`config.mk`:
```
export PLATFORM = sky130hd
export DESIGN_NAME = rng_roll
export DESIGN_NICKNAME = d
export VERILOG_FILES = /design/src/rtl/rng_pkg.sv /design/src/rtl/rng_lfsr.sv /design/src/rtl/rng_roll.sv
export SDC_FILE = /design/constraint.sdc
export NUM_CORES = 1
export LEC_CHECK = 0
export CAP_MARGIN = 5
export CORE_MARGIN = 2
export CORE_UTILIZATION = 35
export CTS_BUF_LIST = sky130_fd_sc_hd__clkbuf_8
export DETAILED_ROUTE_END_ITERATION = 7
export PLACE_DENSITY = 0.61
export SLEW_MARGIN = 20
export SYNTH_ARGS = -nofsm -noshare
export SYNTH_HDL_FRONTEND = slang
export SYNTH_SLANG_ARGS = --single-unit
```
`constraint.sdc`:
```
create_clock -name clk -period 4 [get_ports clk]
set_clock_uncertainty 0.15 [all_clocks]
set_input_delay 0.6 -clock clk [delete_from_list [all_inputs] [get_ports clk]]
set_output_delay 0.6 -clock clk [all_outputs]
set_load 0.005 [all_outputs]
```
`src/rtl/rng_pkg.sv`:
```
// Shared types and constants for the rng_roll generator: FSM states,
// maximal-length Galois tap masks and the hex seven-segment glyph table.
package rng_pkg;

  typedef enum logic [1:0] {
    IDLE,
    ROLL,
    SEARCH
  } state_t;

  // Active-low glyphs, bit order {g,f,e,d,c,b,a}, indexed by hex digit.
  localparam logic [6:0] SEG_HEX [16] = '{
    7'h40, 7'h79, 7'h24, 7'h30, 7'h19, 7'h12, 7'h02, 7'h78,
    7'h00, 7'h10, 7'h08, 7'h03, 7'h46, 7'h21, 7'h06, 7'h0E
  };

  // Right-shift Galois tap masks giving a period of 2^width-1.
  function automatic logic [15:0] lfsr_taps(input int unsigned width);
    case (width)
      4:       return 16'h000C;
      5:       return 16'h0014;
      6:       return 16'h0030;
      7:       return 16'h0060;
      8:       return 16'h00B8;
      9:       return 16'h0110;
      10:      return 16'h0240;
      11:      return 16'h0500;
      12:      return 16'h0829;
      13:      return 16'h100D;
      14:      return 16'h2015;
      15:      return 16'h6000;
      16:      return 16'hD008;
      default: return 16'h0000;
    endcase
  endfunction

endpackage

```
`src/rtl/rng_lfsr.sv`:
```
// Free-running maximal-length Galois LFSR. Never reaches zero, so the
// candidate output (state - 1) spans 0..2^WIDTH-2.
module rng_lfsr
  import rng_pkg::*;
#(
  parameter int unsigned WIDTH = 10,
  parameter int unsigned SEED  = 1
) (
  input  logic             clk_i,
  input  logic             rst_ni,
  output logic [WIDTH-1:0] lfsr_o,
  output logic [WIDTH-1:0] cand_o
);

  localparam logic [15:0]      TAPS16  = lfsr_taps(WIDTH);
  localparam logic [WIDTH-1:0] TAPS    = TAPS16[WIDTH-1:0];
  localparam logic [WIDTH-1:0] SEED_W  = WIDTH'(SEED);
  // An all-zero seed would lock the register, so it is replaced by 1.
  localparam logic [WIDTH-1:0] RST_VAL = (SEED_W == '0) ? WIDTH'(1) : SEED_W;

  logic [WIDTH-1:0] lfsr_q, lfsr_d;

  // Next state: shift right, fold taps back in when a one drops out.
  always_comb begin
    lfsr_d = lfsr_q >> 1;
    if (lfsr_q[0]) lfsr_d = lfsr_d ^ TAPS;
  end

  // State register, advances every clock.
  always_ff @(posedge clk_i or negedge rst_ni) begin
    if (!rst_ni) lfsr_q <= RST_VAL;
    else         lfsr_q <= lfsr_d;
  end

  assign lfsr_o = lfsr_q;
  assign cand_o = lfsr_q - WIDTH'(1);

endmodule

```
`src/rtl/rng_roll.sv`:
```
// Button-driven random number roller. Synchronises the roll button, waits
// for its release, then searches the LFSR stream for a value in
// [0, MAX_VAL] (no modulo bias) and shows it on active-low hex digits.
// Optional debounce filter compiled in with `define RNG_DEBOUNCE_EN.
module rng_roll
  import rng_pkg::*;
#(
  parameter int unsigned WIDTH     = 10,
  parameter int unsigned MAX_VAL   = 999,
  parameter int unsigned SEED      = 1,
  parameter int unsigned DIGITS    = 3,
  parameter int unsigned DB_CYCLES = 50000
) (
  input  logic                  clk,
  input  logic                  rst,
  input  logic                  x,
  output logic [WIDTH-1:0]      random_num,
  output logic                  valid,
  output logic                  busy,
  output logic [7*DIGITS-1:0]   disp
);

  localparam logic [WIDTH-1:0] MAX_W = WIDTH'(MAX_VAL);
  localparam int unsigned      PW    = 4 * DIGITS;

  logic [WIDTH-1:0] lfsr_state, cand;
  logic [1:0]       sync_q;
  logic             xs, xf, xf_dly_q, rise, fall, cand_ok, accept;
  state_t           state_q, state_d;
  logic [WIDTH-1:0] random_num_q, random_num_d;
  logic             valid_q, valid_d;
  logic [PW-1:0]    num_ext;

  rng_lfsr #(
    .WIDTH (WIDTH),
    .SEED  (SEED)
  ) u_lfsr (
    .clk_i  (clk),
    .rst_ni (rst),
    .lfsr_o (lfsr_state),
    .cand_o (cand)
  );

  // Two-flop synchroniser for the asynchronous button.
  always_ff @(posedge clk or negedge rst) begin
    if (!rst) sync_q <= '0;
    else      sync_q <= {sync_q[0], x};
  end

  assign xs = sync_q[1];

`ifdef RNG_DEBOUNCE_EN
  localparam int unsigned   CW      = $clog2(DB_CYCLES + 1);
  localparam logic [CW-1:0] DB_LAST = CW'(DB_CYCLES - 1);

  logic [CW-1:0] db_cnt_q, db_cnt_d;
  logic          xf_q, xf_d;

  // Filtered level follows xs only after DB_CYCLES consecutive mismatches.
  always_comb begin
    xf_d     = xf_q;
    db_cnt_d = '0;
    if (xs != xf_q) begin
      if (db_cnt_q == DB_LAST) xf_d = xs;
      else                     db_cnt_d = db_cnt_q + 1'b1;
    end
  end

  // Debounce state registers.
  always_ff @(posedge clk or negedge rst) begin
    if (!rst) begin
      xf_q     <= 1'b0;
      db_cnt_q <= '0;
    end else begin
      xf_q     <= xf_d;
      db_cnt_q <= db_cnt_d;
    end
  end

  assign xf = xf_q;
`else
  assign xf = xs;
`endif

  // Delayed copy of the filtered button for edge detection.
  always_ff @(posedge clk or negedge rst) begin
    if (!rst) xf_dly_q <= 1'b0;
    else      xf_dly_q <= xf;
  end

  assign rise = xf & ~xf_dly_q;
  assign fall = ~xf & xf_dly_q;

  // State 0 is unreachable; the guard keeps a wrapped cand from ever being taken.
  assign cand_ok = (lfsr_state != '0) && (cand <= MAX_W);

  // Next state and result capture.
  always_comb begin
    state_d      = state_q;
    accept       = 1'b0;
    unique case (state_q)
      IDLE:   if (rise) state_d = ROLL;
      ROLL:   if (fall) state_d = SEARCH;
      SEARCH: if (cand_ok) begin
        accept  = 1'b1;
        state_d = IDLE;
      end
      default: state_d = IDLE;
    endcase
    random_num_d = accept ? cand : random_num_q;
    valid_d      = accept;
  end

  // FSM and output registers.
  always_ff @(posedge clk or negedge rst) begin
    if (!rst) begin
      state_q      <= IDLE;
      random_num_q <= '0;
      valid_q      <= 1'b0;
    end else begin
      state_q      <= state_d;
      random_num_q <= random_num_d;
      valid_q      <= valid_d;
    end
  end

  assign random_num = random_num_q;
  assign valid      = valid_q;
  assign busy       = (state_q != IDLE);

  assign num_ext = PW'(random_num_q);

  for (genvar i = 0; i < DIGITS; i++) begin : g_digit
    assign disp[7*i +: 7] = SEG_HEX[num_ext[4*i +: 4]];
  end

endmodule

```
# ---- Yosys cells after proc, flatten, opt, wreduce, memory -nomap -nowiden
# Memory sizes are Yosys's and may differ from the RTL's.
# Index checks and enable logic that the tools add are counted.
dict set report word_totals {
  regBits 26
  romBits 336
  mem_count 3
}
dict set report classes {
  addsub 1
  magnitude_cmp 4
  n_eq_ne 5
  muxes 13
  n_bitwise 8
  reduce_logical 5
}
# memory depth width rd rd_ports_with_merged_regs wr line_no
set memory_table {}
lappend memory_table {{(no name shown)} 16 7 1 0 0 rng_roll.sv:134} ;# assign disp[7*i +: 7] = SEG_HEX[num_ext[4*i +: 4]];
lappend memory_table {{(no name shown)} 16 7 1 0 0 rng_roll.sv:134}
lappend memory_table {{(no name shown)} 16 7 1 0 0 rng_roll.sv:134}
# op n
set op_table {}
lappend op_table {{7-bit 2-to-1 mux} 6}
lappend op_table {{5-bit greater-or-equal comparator, second input constant} 3}
lappend op_table {{10-bit less-or-equal comparator, second input constant} 1}
lappend op_table {{10-bit 2-to-1 mux} 1}
lappend op_table {{4-bit inverter with 5-bit output} 2}
lappend op_table {{10-bit nonzero test} 1}
lappend op_table {{10-bit by 1-bit subtractor with 10-bit output, second input constant} 1}
lappend op_table {{2-bit 2-to-1 mux} 3}
lappend op_table {{2-bit != test, second input constant} 3}
lappend op_table {{2-bit one-hot mux with 3 select lines} 1}
lappend op_table {{2-bit inverter with 5-bit output} 1}
lappend op_table {{3-bit AND reduction} 1}
lappend op_table {{1-bit bitwise AND} 2}
lappend op_table {{2-bit by 1-bit equality test with 1-bit output, second input constant} 1}
lappend op_table {{2-bit equality test, second input constant} 1}
lappend op_table {{2-bit zero test} 1}
lappend op_table {{1-bit 2-to-1 mux} 2}
lappend op_table {{1-bit inverter} 2}
lappend op_table {{1-bit inverter with 2-bit output} 1}
lappend op_table {{2-bit nonzero test} 1}
lappend op_table {{1-bit logical AND} 1}

# ---- Logic depth before layout (Yosys ltp)
dict set report logic_depth {
  ltp_word 5
  ltp_mapped 11
  mapped_depth_nobuf 8
}

# ---- By module
# From an unflattened synthesis, not the netlist that was laid out.
dict set report unflattened {
  hier_cells 162
  hier_area_um2 1704.1
}
# module n_inst cells_per_inst area_each_um2
set modules_own_cells {}
lappend modules_own_cells {rng_roll 1 119 1201.2}
lappend modules_own_cells {rng_lfsr 1 43 503.0}

# ---- Worst setup path after synthesis
# No wires, ideal clock.
dict set report synth_path {
  path_kind {register to register}
  startpoint {register u_lfsr.lfsr_q[0] (netlist: u_lfsr.lfsr_o[0])}
  endpoint {register random_num_q[2] (netlist: random_num[2])}
  setup_time_ps 125
  t_arrival_ps 2489
  t_required_ps 3725
  setup_slack_ps 1236
  stages_incl_launch_ff 11
  n_path_buf 2
  period_less_slack_ps 2764
  cell_sequence {dfstp_2 > clkbuf_1 > inv_1 > ha_1 > or4_1 > a21boi_0 > o22ai_1 > a21oi_1 > a21oi_2 > buf_6 > mux2_4}
}
dict set report synth_via {
  elab_chain_len 5
  word_cells_on_any_way 6
  cone_classes {add/sub: 1; order compare: 1; mux: 2; reduce/logical: 2}
}
# item line_no
set synth_lines {}
lappend synth_lines {{from (decl)} rng_lfsr.sv:21} ;# logic [WIDTH-1:0] lfsr_q, lfsr_d;
lappend synth_lines {{from (signal assigned)} rng_lfsr.sv:32} ;# else lfsr_q <= lfsr_d;
lappend synth_lines {{10-bit by 1-bit subtractor with 10-bit output} rng_lfsr.sv:36} ;# assign cand_o = lfsr_q - WIDTH'(1);
lappend synth_lines {{net cand[0]} rng_roll.sv:26} ;# logic [WIDTH-1:0] lfsr_state, cand;
lappend synth_lines {{10-bit less-or-equal comparator} rng_roll.sv:95} ;# assign cand_ok = (lfsr_state != '0) && (cand <= MAX_W);
lappend synth_lines {{1-bit logical AND} rng_roll.sv:95}
lappend synth_lines {{1-bit 2-to-1 mux} rng_roll.sv:104} ;# SEARCH: if (cand_ok) begin
lappend synth_lines {{1-bit 2-to-1 mux} rng_roll.sv:101} ;# unique case (state_q)
lappend synth_lines {{net accept} rng_roll.sv:28} ;# logic xs, xf, xf_dly_q, rise, fall, cand_ok, accept;
lappend synth_lines {{to (signal assigned)} rng_roll.sv:122} ;# random_num_q <= random_num_d;
lappend synth_lines {{to (decl)} rng_roll.sv:30} ;# logic [WIDTH-1:0] random_num_q, random_num_d;
# The timed path passes the listed nets, and every way through them passes these cells.
# A chain may end at the register's enable or synchronous reset.

# ---- Final worst setup path
dict set report layout_path {
  startpoint {register u_lfsr.lfsr_q[1] (netlist: u_lfsr.lfsr_o[1])}
  endpoint {register random_num_q[4] (netlist: random_num[4])}
}
dict set report layout_via {
  elab_chain_len 5
  word_cells_on_any_way 6
  cone_classes {add/sub: 1; order compare: 1; mux: 2; reduce/logical: 2}
}
# item line_no
set layout_lines {}
lappend layout_lines {{10-bit by 1-bit subtractor with 10-bit output} rng_lfsr.sv:36}
lappend layout_lines {{10-bit less-or-equal comparator} rng_roll.sv:95}
lappend layout_lines {{1-bit logical AND} rng_roll.sv:95}
lappend layout_lines {{1-bit 2-to-1 mux} rng_roll.sv:104}
lappend layout_lines {{1-bit 2-to-1 mux} rng_roll.sv:101}
# Several ways; a longest one is shown, not always the timed one.

==> flow_summary.toml <==
[run_status]
status = "finished clean"

[timing]
slew_violations = 0
final.setup.tns_ns = 0
setup-violations-final = 0
finalWorstSetupSlack_ns = 0.8781
post-route-period-util_pct = 78.05
tightest_slew_ns = 0.7288
finalHoldViolCount = 0
min_period_ns = 3.122
max_freq_mhz = 320.3
rsz0062_at_grt = "false"
slew_headroom_pct = 51.41

[pwr]
internal_power_uw = 428.1
p_comb_share_pct = 7.1
power_frac_seq_pct = 52.8
clkPwrFrac_pct = 40.2
switchingPower_uw = 102.9
p_per_area_nw_per_um2 = 246.2
vdd_drop_max_v = 0.0001521
leakagePower_uw = 0.0009046
power_uw = 531.0
switching_share_pct = 19.38

[die]
dieArea_um2 = 5519
core_um2 = 4755
die_w_um = 74.29
initial_core_util_pct = 36.37
io_pins = 36
die_h_um = 74.29
fp-row-count = 25

[final_layout]
layout_commonest_cell = "clkdlybuf4s50_1"
num-fill-cells = 456
final_cell_mix = "33 x clkdlybuf4s50_1, 25 x dfrtp_1, 16 x nor2_1"
nNetsFinal = 215
synthToLayoutAreaGrowth_pct = 24.75
drive_gt1_share_pct = 13.13
antennaDiodeCount = 0

[yosys]
synth_area_leaders = "dfrtp_1 36%, ha_1 9.4%, mux2i_1 5.8%, mux2_4 4.3%, nor2_1 3.5%"
synthCells = 171
synth_edf_count = 0
synth_warnings = 0
synth_top_area_share_pct = 36.18
synthesis.area_um2 = 1729
synth_async_sr_flop_share_pct = 100.0
ys_ff_latch = 26
syn_area_per_cell_um2 = 10.11
seq_area_frac_synth_pct = 37.70
syn-num-nets = 187
yosysTopAreaCell = "dfrtp_1"
ys_types = 44
ys.flop_type = "dfrtp_1"

[drt]
ant_nets = 0
routed_via_density = 4.792
wl_per_cell_um = 11.55
drt-initial-drc-count = 52
vias = 1270
routed_wl_mm = 3.061
first_pass_iters = 4
drcViolationCount = 0

[global_routing]
grt_max_degree = 27
antenna_found_initial = 0
grt_pass1_wl_mm = 5.223
grtUsageTotal_pct = 11.87
overflow = 0
grt_pass1_vias = 1132

[placed_design]
gp_congestion = 0.9018
post-place-ws_ns = 0.8873
io_buffers = 34
dpl.hpwl_mm = 2.234

[worst_setup_path]
worst_setup_path_end_kind = "flop"
crit_fanout = 11
required_ns = 4.01
start_kind = "flop"
r2r-start = "u_lfsr.lfsr_o[1]"
crit_type = "reg -> reg"
cp.arrival_ns = 3.13
rr_endpoint = "random_num[4]"
r2r_cells = 8
rrSetupSlack_ns = 0.88

[clock_tree]
cts_hold_buf = 0
clk_pin_slew_ns = 0.09
cts_made_buffers = 3
clock_latency_ns = 0.27
cts_resized = 0
postCtsSetupRepairBufs = 0
cts_root_buffer = "clkbuf_8"
htree_levels = 1
cts_sinks = 26
cts_tree = "built"
cts_buffer_depth = 2

[run]
max_cap_viol_count = 0

[hold_path]
hp-class = "in -> async"
==> cell usage after synthesis, drive strengths merged (2+ instances only) <==
master and instances:
dfrtp 25, nor2 16, ha 13, inv 11
mux2i 10, nand2 10, o21ai 10, buf 8
mux2 8, a21oi 4, a22o 4, nand2b 4
nor2b 4, or2 4, clkbuf 3, o22ai 3
xnor2 3, xor2 3, a21boi 2, a32o 2
mux4 2, nand3b 2, nor3 2, o211ai 2
o41ai 2, or3b 2, or4 2
==> kinds of logic after synthesis <==
logic type	after synthesis	synth area share, %
AOI/OAI and AO/OA	32	12.88
DFF	26	37.70
xor gates and xnor gates	6	3.040
and+or+nand+nor	51	16.06
muxes	20	14.69
buffers and inverters	22	6.006
other	1	0.2169
adders and majority gates	13	9.407
==> worst max-delay path, stage by stage, from the launching register on <==
cell and delay (ns):
dfrtp_1 0.44, inv_1 0.08, ha_1 0.24, or4b_1 0.60, and4b_4 0.27, o21ai_2 0.14
a21oi_1 0.10, a21oi_2 0.58, mux2_2 0.40
==> per-stage QoR <==
stage / cells / area (µm²) / hold slack (ns) / utilization [%]
floorplan: 171 / 1729 / 0.1544 / -
global placement: 261 / 2091 / 0.1848 / 43.97
detailed placement: 261 / 2086 / 0.1936 / 43.87
CTS: 265 / 2157 / 0.1780 / 45.37
global route: 265 / 2157 / 0.2048 / 45.37
finish: 265 / 2157 / 0.1610 / 45.37
==> how the worst max path moves through the flow <==
stage / from / end / slack (ns) / cells past startpoint
after CTS: u_lfsr.lfsr_o[1] / random_num[4] / 0.88 / 8
after detailed placement: u_lfsr.lfsr_o[1] / random_num[4] / 0.89 / 8
after floorplan: u_lfsr.lfsr_o[0] / random_num[2] / 1.24 / 10
after global placement: u_lfsr.lfsr_o[1] / random_num[4] / 0.96 / 8
after global routing: u_lfsr.lfsr_o[1] / random_num[4] / 0.65 / 8
final: u_lfsr.lfsr_o[1] / random_num[4] / 0.88 / 8
==> sequential cells by signal (all words and copies together), names as in the netlist <==
name,flops
random_num,10
state_q,2
sync_q,2
u_lfsr.lfsr_o,10
valid,1
xf_dly_q,1
==> cell type report <==
class	count	area, µm²	area share, %
Inverter	11	41.29	1.914
Timing Repair Buffer	34	335.3	15.55
Multi-Input combinational cell	123	973.4	45.13
Clock inverter	1	30.03	1.392
Sequential cell	26	651.9	30.22
Clock buffer	3	41.29	1.914
Tap cell	67	83.83	3.886
==> layer usage <==
layer  wire length, µm  track usage [%]
met4                57            5.357
met3               123            1.355
met2              1238            16.87
met1              1643            18.07
met5                 0                0
==> power groups by stage <==
stage | clock [µW] | combinational, µW | sequential, µW
floorplan | 0 | 19.0 | 283
global placement | 0 | 38.9 | 285
detailed placement | 0 | 38.7 | 285
CTS | 220 | 38.5 | 280
global route | 232 | 43.4 | 283
finish | 213 | 37.5 | 280
Power figures use the tool's default switching activity.
